File: src/rtl/psk_frame_modulator_if.sv
// Byte-input handshake and modulated-sample output bundle for psk_frame_modulator.
// The byte source and sample sink sit on master; the modulator sits on slave.
interface psk_frame_modulator_if #(
    parameter int unsigned DATA_WIDTH = 8
);
    logic [7:0]                   in_data;
    logic                         in_valid;
    logic                         in_ready;
    logic                         mode;
    logic signed [DATA_WIDTH-1:0] tx_sample;
    logic                         tx_sample_valid;
    logic                         tx_active;
    logic                         packet_done;

    modport master (
        output in_data, in_valid, mode,
        input  in_ready, tx_sample, tx_sample_valid, tx_active, packet_done
    );

    modport slave (
        input  in_data, in_valid, mode,
        output in_ready, tx_sample, tx_sample_valid, tx_active, packet_done
    );
endinterface

File: src/rtl/psk_frame_modulator.sv
// BPSK/QPSK packet modulator: bytes fill ping-pong banks, full banks are serialised
// MSB-first into phase-shifted sine samples from an elaboration-time table.
module psk_frame_modulator #(
    parameter int unsigned DATA_WIDTH      = 8,
    parameter int unsigned SINE_RESOLUTION = 64,
    parameter int unsigned WAVELENGTH      = 4,
    parameter int unsigned SYMBOL_PERIODS  = 1,
    parameter int unsigned PACKET_BYTES    = 23
) (
    input  logic                   clk,
    input  logic                   rst_n,
    psk_frame_modulator_if.slave   bus
);
    localparam int unsigned N         = SINE_RESOLUTION;
    localparam int unsigned KW        = $clog2(N);
    localparam int unsigned TotalBits = PACKET_BYTES * 8;
    localparam int unsigned BitPosW   = $clog2(TotalBits);
    localparam int unsigned HoldW     = (WAVELENGTH > 1) ? $clog2(WAVELENGTH) : 1;
    localparam int unsigned PerW      = (SYMBOL_PERIODS > 1) ? $clog2(SYMBOL_PERIODS) : 1;
    localparam int unsigned PtrW      = $clog2(PACKET_BYTES);

    localparam logic [HoldW-1:0]   HoldLast   = HoldW'(WAVELENGTH - 1);
    localparam logic [PerW-1:0]    PerLast    = PerW'(SYMBOL_PERIODS - 1);
    localparam logic [KW-1:0]      KLast      = KW'(N - 1);
    localparam logic [PtrW-1:0]    PtrLast    = PtrW'(PACKET_BYTES - 1);
    localparam logic [BitPosW-1:0] LastBpsk   = BitPosW'(TotalBits - 1);
    localparam logic [BitPosW-1:0] LastQpsk   = BitPosW'(TotalBits - 2);
    localparam logic [KW-1:0]      OffQuarter = KW'(N / 4);
    localparam logic [KW-1:0]      OffHalf    = KW'(N / 2);
    localparam logic [KW-1:0]      Off3Q      = KW'((3 * N) / 4);

    localparam logic [1:0] StIdle = 2'd0;
    localparam logic [1:0] StLoad = 2'd1;
    localparam logic [1:0] StSend = 2'd2;

    // Rounded half away from zero so the table is symmetric about zero.
    function automatic logic signed [DATA_WIDTH-1:0] sin_entry(input int unsigned k);
        real amp;
        real v;
        int  r;
        amp = real'((2 ** (DATA_WIDTH - 1)) - 1);
        v   = amp * $sin(2.0 * 3.14159265358979 * real'(k) / real'(N));
        r   = (v >= 0.0) ? $rtoi(v + 0.5) : -$rtoi(0.5 - v);
        return r[DATA_WIDTH-1:0];
    endfunction

    logic signed [DATA_WIDTH-1:0] sin_tab [N];

    for (genvar g = 0; g < N; g++) begin : g_tab
        assign sin_tab[g] = sin_entry(g);
    end

    logic [TotalBits-1:0] bank_q [2];
    logic [1:0]           full_q, full_d;
    logic                 fill_bank_q, fill_bank_d;
    logic [PtrW-1:0]      fill_ptr_q, fill_ptr_d;
    logic [1:0]           state_q, state_d;
    logic                 send_bank_q, send_bank_d;
    logic                 mode_q, mode_d;
    logic [HoldW-1:0]     hold_q, hold_d;
    logic [KW-1:0]        k_q, k_d;
    logic [PerW-1:0]      per_q, per_d;
    logic [BitPosW-1:0]   bit_pos_q, bit_pos_d;
    logic                 done_q, done_d;

    logic                 in_ready;
    logic                 accept;
    logic                 end_hold, end_period, end_sym, end_pkt;
    logic [TotalBits-1:0] bits_sh;
    logic                 bit_first, bit_second;
    logic [KW-1:0]        offset;
    logic [KW-1:0]        tab_idx;

    assign in_ready = ~full_q[fill_bank_q];
    assign accept   = bus.in_valid & in_ready;

    assign end_hold   = (hold_q == HoldLast);
    assign end_period = end_hold & (k_q == KLast);
    assign end_sym    = end_period & (per_q == PerLast);
    assign end_pkt    = end_sym & (bit_pos_q == (mode_q ? LastQpsk : LastBpsk));

    // Shifting the packet left by the bit position keeps the current symbol at the MSBs.
    assign bits_sh    = bank_q[send_bank_q] << bit_pos_q;
    assign bit_first  = bits_sh[TotalBits-1];
    assign bit_second = bits_sh[TotalBits-2];

    always_comb begin
        offset = '0;
        if (!mode_q) begin
            offset = bit_first ? OffHalf : '0;
        end else begin
            unique case ({bit_first, bit_second})
                2'b00:   offset = '0;
                2'b01:   offset = OffQuarter;
                2'b11:   offset = OffHalf;
                default: offset = Off3Q;
            endcase
        end
    end

    assign tab_idx = k_q + offset;

    always_comb begin
        full_d      = full_q;
        fill_bank_d = fill_bank_q;
        fill_ptr_d  = fill_ptr_q;
        state_d     = state_q;
        send_bank_d = send_bank_q;
        mode_d      = mode_q;
        hold_d      = hold_q;
        k_d         = k_q;
        per_d       = per_q;
        bit_pos_d   = bit_pos_q;
        done_d      = 1'b0;

        if (accept) begin
            if (fill_ptr_q == PtrLast) begin
                fill_ptr_d            = '0;
                full_d[fill_bank_q]   = 1'b1;
            end else begin
                fill_ptr_d = fill_ptr_q + PtrW'(1);
            end
        end

        case (state_q)
            StIdle: begin
                if (|full_q) begin
                    state_d     = StLoad;
                    send_bank_d = ~full_q[0];
                end
            end
            StLoad: begin
                mode_d    = bus.mode;
                hold_d    = '0;
                k_d       = '0;
                per_d     = '0;
                bit_pos_d = '0;
                state_d   = StSend;
            end
            StSend: begin
                hold_d = end_hold ? '0 : hold_q + HoldW'(1);
                if (end_hold) begin
                    k_d = k_q + KW'(1);
                end
                if (end_period) begin
                    per_d = (per_q == PerLast) ? '0 : per_q + PerW'(1);
                end
                if (end_sym) begin
                    bit_pos_d = bit_pos_q + (mode_q ? BitPosW'(2) : BitPosW'(1));
                end
                if (end_pkt) begin
                    done_d              = 1'b1;
                    full_d[send_bank_q] = 1'b0;
                    // A bank completed this same clock is picked up without an idle gap.
                    if (full_d[~send_bank_q]) begin
                        state_d     = StLoad;
                        send_bank_d = ~send_bank_q;
                    end else begin
                        state_d = StIdle;
                    end
                end
            end
            default: state_d = StIdle;
        endcase

        // Fill stays parked on a full bank until the other one is released.
        if (full_d[fill_bank_q] && !full_d[~fill_bank_q]) begin
            fill_bank_d = ~fill_bank_q;
        end
    end

    always_ff @(posedge clk or negedge rst_n) begin
        if (!rst_n) begin
            full_q      <= '0;
            fill_bank_q <= 1'b0;
            fill_ptr_q  <= '0;
            state_q     <= StIdle;
            send_bank_q <= 1'b0;
            mode_q      <= 1'b0;
            hold_q      <= '0;
            k_q         <= '0;
            per_q       <= '0;
            bit_pos_q   <= '0;
            done_q      <= 1'b0;
        end else begin
            full_q      <= full_d;
            fill_bank_q <= fill_bank_d;
            fill_ptr_q  <= fill_ptr_d;
            state_q     <= state_d;
            send_bank_q <= send_bank_d;
            mode_q      <= mode_d;
            hold_q      <= hold_d;
            k_q         <= k_d;
            per_q       <= per_d;
            bit_pos_q   <= bit_pos_d;
            done_q      <= done_d;
        end
    end

    // Bytes shift in from the LSB end so byte 0 ends up at the MSBs.
    always_ff @(posedge clk) begin
        if (accept) begin
            bank_q[fill_bank_q] <= TotalBits'({bank_q[fill_bank_q], bus.in_data});
        end
    end

    assign bus.in_ready        = in_ready;
    assign bus.tx_sample       = (state_q == StSend) ? sin_tab[tab_idx] : '0;
    assign bus.tx_sample_valid = (state_q == StSend) && (hold_q == '0);
    assign bus.tx_active       = (state_q != StIdle);
    assign bus.packet_done     = done_q;
endmodule

File: src/flat_wrapper.sv
// flat-port wrapper written by rule: the top's interface ports become plain ports
module psk_frame_modulator_flat 
#(
    parameter int unsigned DATA_WIDTH      = 8,
    parameter int unsigned SINE_RESOLUTION = 64,
    parameter int unsigned WAVELENGTH      = 4,
    parameter int unsigned SYMBOL_PERIODS  = 1,
    parameter int unsigned PACKET_BYTES    = 23
)
  (clk, rst_n, bus_in_data, bus_in_valid, bus_mode, bus_in_ready, bus_tx_sample, bus_tx_sample_valid, bus_tx_active, bus_packet_done);
  psk_frame_modulator_if #(.DATA_WIDTH(DATA_WIDTH)) bus_i ();
  input  logic clk;
  input  logic rst_n;
  input wire logic [$bits(bus_i.in_data)-1:0] bus_in_data;
  input wire logic [$bits(bus_i.in_valid)-1:0] bus_in_valid;
  input wire logic [$bits(bus_i.mode)-1:0] bus_mode;
  output wire logic [$bits(bus_i.in_ready)-1:0] bus_in_ready;
  output wire logic [$bits(bus_i.tx_sample)-1:0] bus_tx_sample;
  output wire logic [$bits(bus_i.tx_sample_valid)-1:0] bus_tx_sample_valid;
  output wire logic [$bits(bus_i.tx_active)-1:0] bus_tx_active;
  output wire logic [$bits(bus_i.packet_done)-1:0] bus_packet_done;
  assign bus_i.in_data = bus_in_data;
  assign bus_i.in_valid = bus_in_valid;
  assign bus_i.mode = bus_mode;
  assign bus_in_ready = bus_i.in_ready;
  assign bus_tx_sample = bus_i.tx_sample;
  assign bus_tx_sample_valid = bus_i.tx_sample_valid;
  assign bus_tx_active = bus_i.tx_active;
  assign bus_packet_done = bus_i.packet_done;
  psk_frame_modulator #(.DATA_WIDTH(DATA_WIDTH), .SINE_RESOLUTION(SINE_RESOLUTION), .WAVELENGTH(WAVELENGTH), .SYMBOL_PERIODS(SYMBOL_PERIODS), .PACKET_BYTES(PACKET_BYTES)) u_core (.clk(clk), .rst_n(rst_n), .bus(bus_i));
endmodule
File: config.mk
export PLATFORM = sky130hd
export DESIGN_NAME = psk_frame_modulator_flat
export DESIGN_NICKNAME = d
export VERILOG_FILES = /design/src/rtl/psk_frame_modulator_if.sv /design/src/rtl/psk_frame_modulator.sv /design/src/flat_wrapper.sv
export SDC_FILE = /design/constraint.sdc
export NUM_CORES = 1
export LEC_CHECK = 0
export CORE_ASPECT_RATIO = 0.6
export CORE_UTILIZATION = 40
export DETAILED_ROUTE_END_ITERATION = 10
export PLACE_DENSITY = 0.52
export RECOVER_POWER = 25
export SETUP_SLACK_MARGIN = 0.02
export SYNTH_ARGS = -nofsm -noshare
export SYNTH_HDL_FRONTEND = slang
export SYNTH_SLANG_ARGS = --single-unit
File: constraint.sdc
create_clock -name clk -period 36.9 [get_ports clk]
set_input_delay 5.535 -clock clk [delete_from_list [all_inputs] [get_ports clk]]
set_output_delay 5.535 -clock clk [all_outputs]
set_load 0.02 [all_outputs]
==> flow_summary.json <==
{
  "antenna_cells": 0,
  "violations": "max-capacitance violations, max-slew violations",
  "highest_layer": "met4",
  "crit_type": "reg2out",
  "grt_max_degree": 133,
  "wl_per_cell_um": 27.2,
  "r2r_start": "u_core.fill_bank_q$_DFFE_PN0P_",
  "critPathBufInv": 6,
  "io_pins": 24,
  "max_freq_mhz": 69.6,
  "power_density_nw_per_um2": 69.2,
  "ys_seq_elements": 397,
  "postSynthCellCount": 1347,
  "maxCapViolations": 2,
  "port_buffers": 23,
  "tightest_slew_ps": 8050,
  "htree_levels": 2,
  "whs_path_depth": 2,
  "async_flop_share": 0.0730,
  "wl_met3_um": 4880,
  "ant_nets": 0,
  "ys_types": 76,
  "cts_tree": "yes",
  "grt_pass1_vias": 12700,
  "yosys-top-cells-area": "edfxtp_1, mux4_2, mux2_2",
  "via_per_inst": 6.23,
  "p_leak_nw": 7.49,
  "syn_avg_cell_area_um2": 16.3,
  "relSlewSlack": -4.37,
  "r2r_setup_slack_ps": 27780,
  "timing.setup.tns_ps": 0,
  "cts.hold.buffers_added": 0,
  "start_util": 0.406,
  "crit_path_cell_trace": "buf_4, buf_4, buf_4, mux4_2, mux4_2, mux4_2, mux4_2, clkinv_1, o22a_1, ha_1, nor2_1, ha_1, inv_1, nand2_1, o21ai_0, nand2_1, o221ai_1, o21ai_0, o31ai_2, clkdlybuf4s50_1",
  "crit_path_end_kind": "output pin",
  "cp_slowest_cell": "dfrtp_4",
  "dp_hpwl_um": 36100,
  "drv_slew": 185,
  "required_ps": 31360,
  "overflow": 0,
  "final_layout_size_suffix_gt1_frac": 0.292,
  "worstSkewPairLatency_ps": 560,
  "fin_crit_ps": 14360,
  "cts_made_buffers": 41,
  "status": "finished with violations",
  "met1_length_um": 29100,
  "clk_pin_slew_ps": 60,
  "critPathArrivalTime_ps": 8830,
  "grt_pass1_wl_um": 86000,
  "synth_edf_count": 368,
  "rsz0062_at_grt": "no",
  "synthToLayoutAreaGrowth_pct": 9.05,
  "cts_resized": 0,
  "cts_setup_buffers": 0,
  "critPathMaxStageDelay_ps": 930,
  "drt_iter0_drc": 1245,
  "ys.flop_type": "edfxtp_1",
  "yosys_warnings": 0,
  "drc_errors": 0,
  "place_congestion": 0.836,
  "cts_root_buffer": "clkbuf_16",
  "period_share": 0.389,
  "syn_nets": 1381,
  "synthDominantCellAreaShare": 0.503,
  "hold_end": "u_core.fill_ptr_q[4]$_DFFE_PN0P_",
  "holdCritStartpoint": "u_core.fill_ptr_q[4]$_DFFE_PN0P_",
  "clock_path_buffers": 3,
  "cts.sink_count": 397,
  "grtUsageTotal": 0.205,
  "syn_area_um2": 22000,
  "wl_met2_um": 21700,
  "whs_ps": 538,
  "wl_um": 56400,
  "core_um2": 54200,
  "cpMostUsedCell": "mux4_2",
  "die_w_um": 305,
  "row_count": 66,
  "grt_antenna_before_repair": 0,
  "vias": 12900,
  "hp-class": "reg2reg",
  "timing.rr.end": "u_core.bank_q[0][21]$_DFFE_PP_",
  "final_nets": 1363,
  "ys_seq_area_frac": 0.536,
  "hold_viol": 0,
  "clock_skew_ps": 24.5,
  "setup_viol": 0,
  "die_h_um": 184,
  "die-area_um2": 55900,
  "crit_family": "buffers and inverters",
  "synth_top_cell_by_area": "edfxtp_1",
  "max-vdd-ir-drop_mv": 0.0468,
  "r2r_cells": 2,
  "drt_pass1_iterations": 5,
  "worst_setup_path_start_kind": "register",
  "cp_max_fo": 49
}
## worst max-delay path by stage
stage	from	to	slack, ps	cells after the start
3_5_place_dp	u_core.send_bank_q$_DFFE_PN0P_	bus_tx_sample[2]	22930	17
4_1_cts	u_core.send_bank_q$_DFFE_PN0P_	bus_tx_sample[2]	22320	17
6_report	u_core.send_bank_q$_DFFE_PN0P_	bus_tx_sample[5]	22540	20
2_1_floorplan	bus_in_valid	u_core.bank_q[0][0]$_DFFE_PP_	17260	1
3_3_place_gp	u_core.send_bank_q$_DFFE_PN0P_	bus_tx_sample[5]	23000	20
5_1_grt	u_core.send_bank_q$_DFFE_PN0P_	bus_tx_sample[5]	21630	20
## registers in the layout (all words and copies together), names as in the netlist
signal and flops:
u_core.hold_q 2, u_core.mode_q 1, u_core.bus.packet_done 1, u_core.k_q 6, u_core.state_q 2, u_core.fill_ptr_q 5, u_core.full_q 2, u_core.send_bank_q 1
u_core.bank_q 368, u_core.fill_bank_q 1, u_core.bit_pos_q 8
## cells in the mapped netlist (all sizes together) (11+ instances only)
master,count
ha,21
nand3,20
mux2,189
clkbuf,47
mux4,199
nor2b,12
a21oi,30
buf,53
dfrtp,29
nor2,60
inv,17
mux2i,48
edfxtp,368
nand2,58
nor3,11
a211oi,13
o21ai,29
## stage by stage
step	area (µm²)	util	instances	worst slack [ps]	power (mW)
after CTS	24000	0.443	2075	22320	1.66
after detailed placement	22700	0.419	2000	22930	1.25
after floorplan	22000	-	1347	17260	1.12
final	24000	0.442	2075	22540	1.66
after global routing	24000	0.442	2075	21630	1.74
after global placement	22700	0.419	2000	23000	1.25
## layer usage
| metal | vias to the layer above | global-route usage |
|---|---|---|
| met5 | - | 0.00861 |
| met4 | 0 | 0.0382 |
| met1 | 6866 | 0.340 |
| li1 | 5535 | - |
| met3 | 58 | 0.0559 |
| met2 | 466 | 0.258 |
## cell type report
class | instances | area (µm²)
Clock buffer | 54 | 1140
Clock inverter | 21 | 133
Fill cell | 4744 | 30200
Inverter | 22 | 82.6
Multi-Input combinational cell | 828 | 9560
Sequential cell | 397 | 11800
Tap cell | 714 | 893
Timing Repair Buffer | 39 | 368
## worst register-to-register path: cells and delay by family (launching register included)
kind                   cells  cell delay [ps]
buffers and inverters      1             5780
DFF                        1             1950
muxes                      1             1210
## cell families after synthesis
family / share of synthesized area
mux: 0.323
flops: 0.536
simple gates: 0.0428
compound gates: 0.0497
buf+inv: 0.0293
fa+ha+maj: 0.0138
xor+xnor: 0.00564
## power breakdown
group	internal (mW)	total, mW	switching [mW]
logic	0.218	0.436	0.218
clock network	0.224	0.405	0.180
registers	0.709	0.818	0.108
total	1.15	1.66	0.507
## placed cells by master (no fill, tap or decap), drive strengths merged, types with 13 or more instances in the layout
master / n
a21oi: 30
mux2i: 48
nand3: 20
clkbuf: 56
inv: 19
nor2: 60
mux2: 189
ha: 21
clkinv: 21
buf: 14
edfxtp: 368
dfrtp: 29
mux4: 199
o21ai: 29
a211oi: 13
clkdlybuf4s50: 23
nand2: 58
Power figures use the tool's default switching activity.
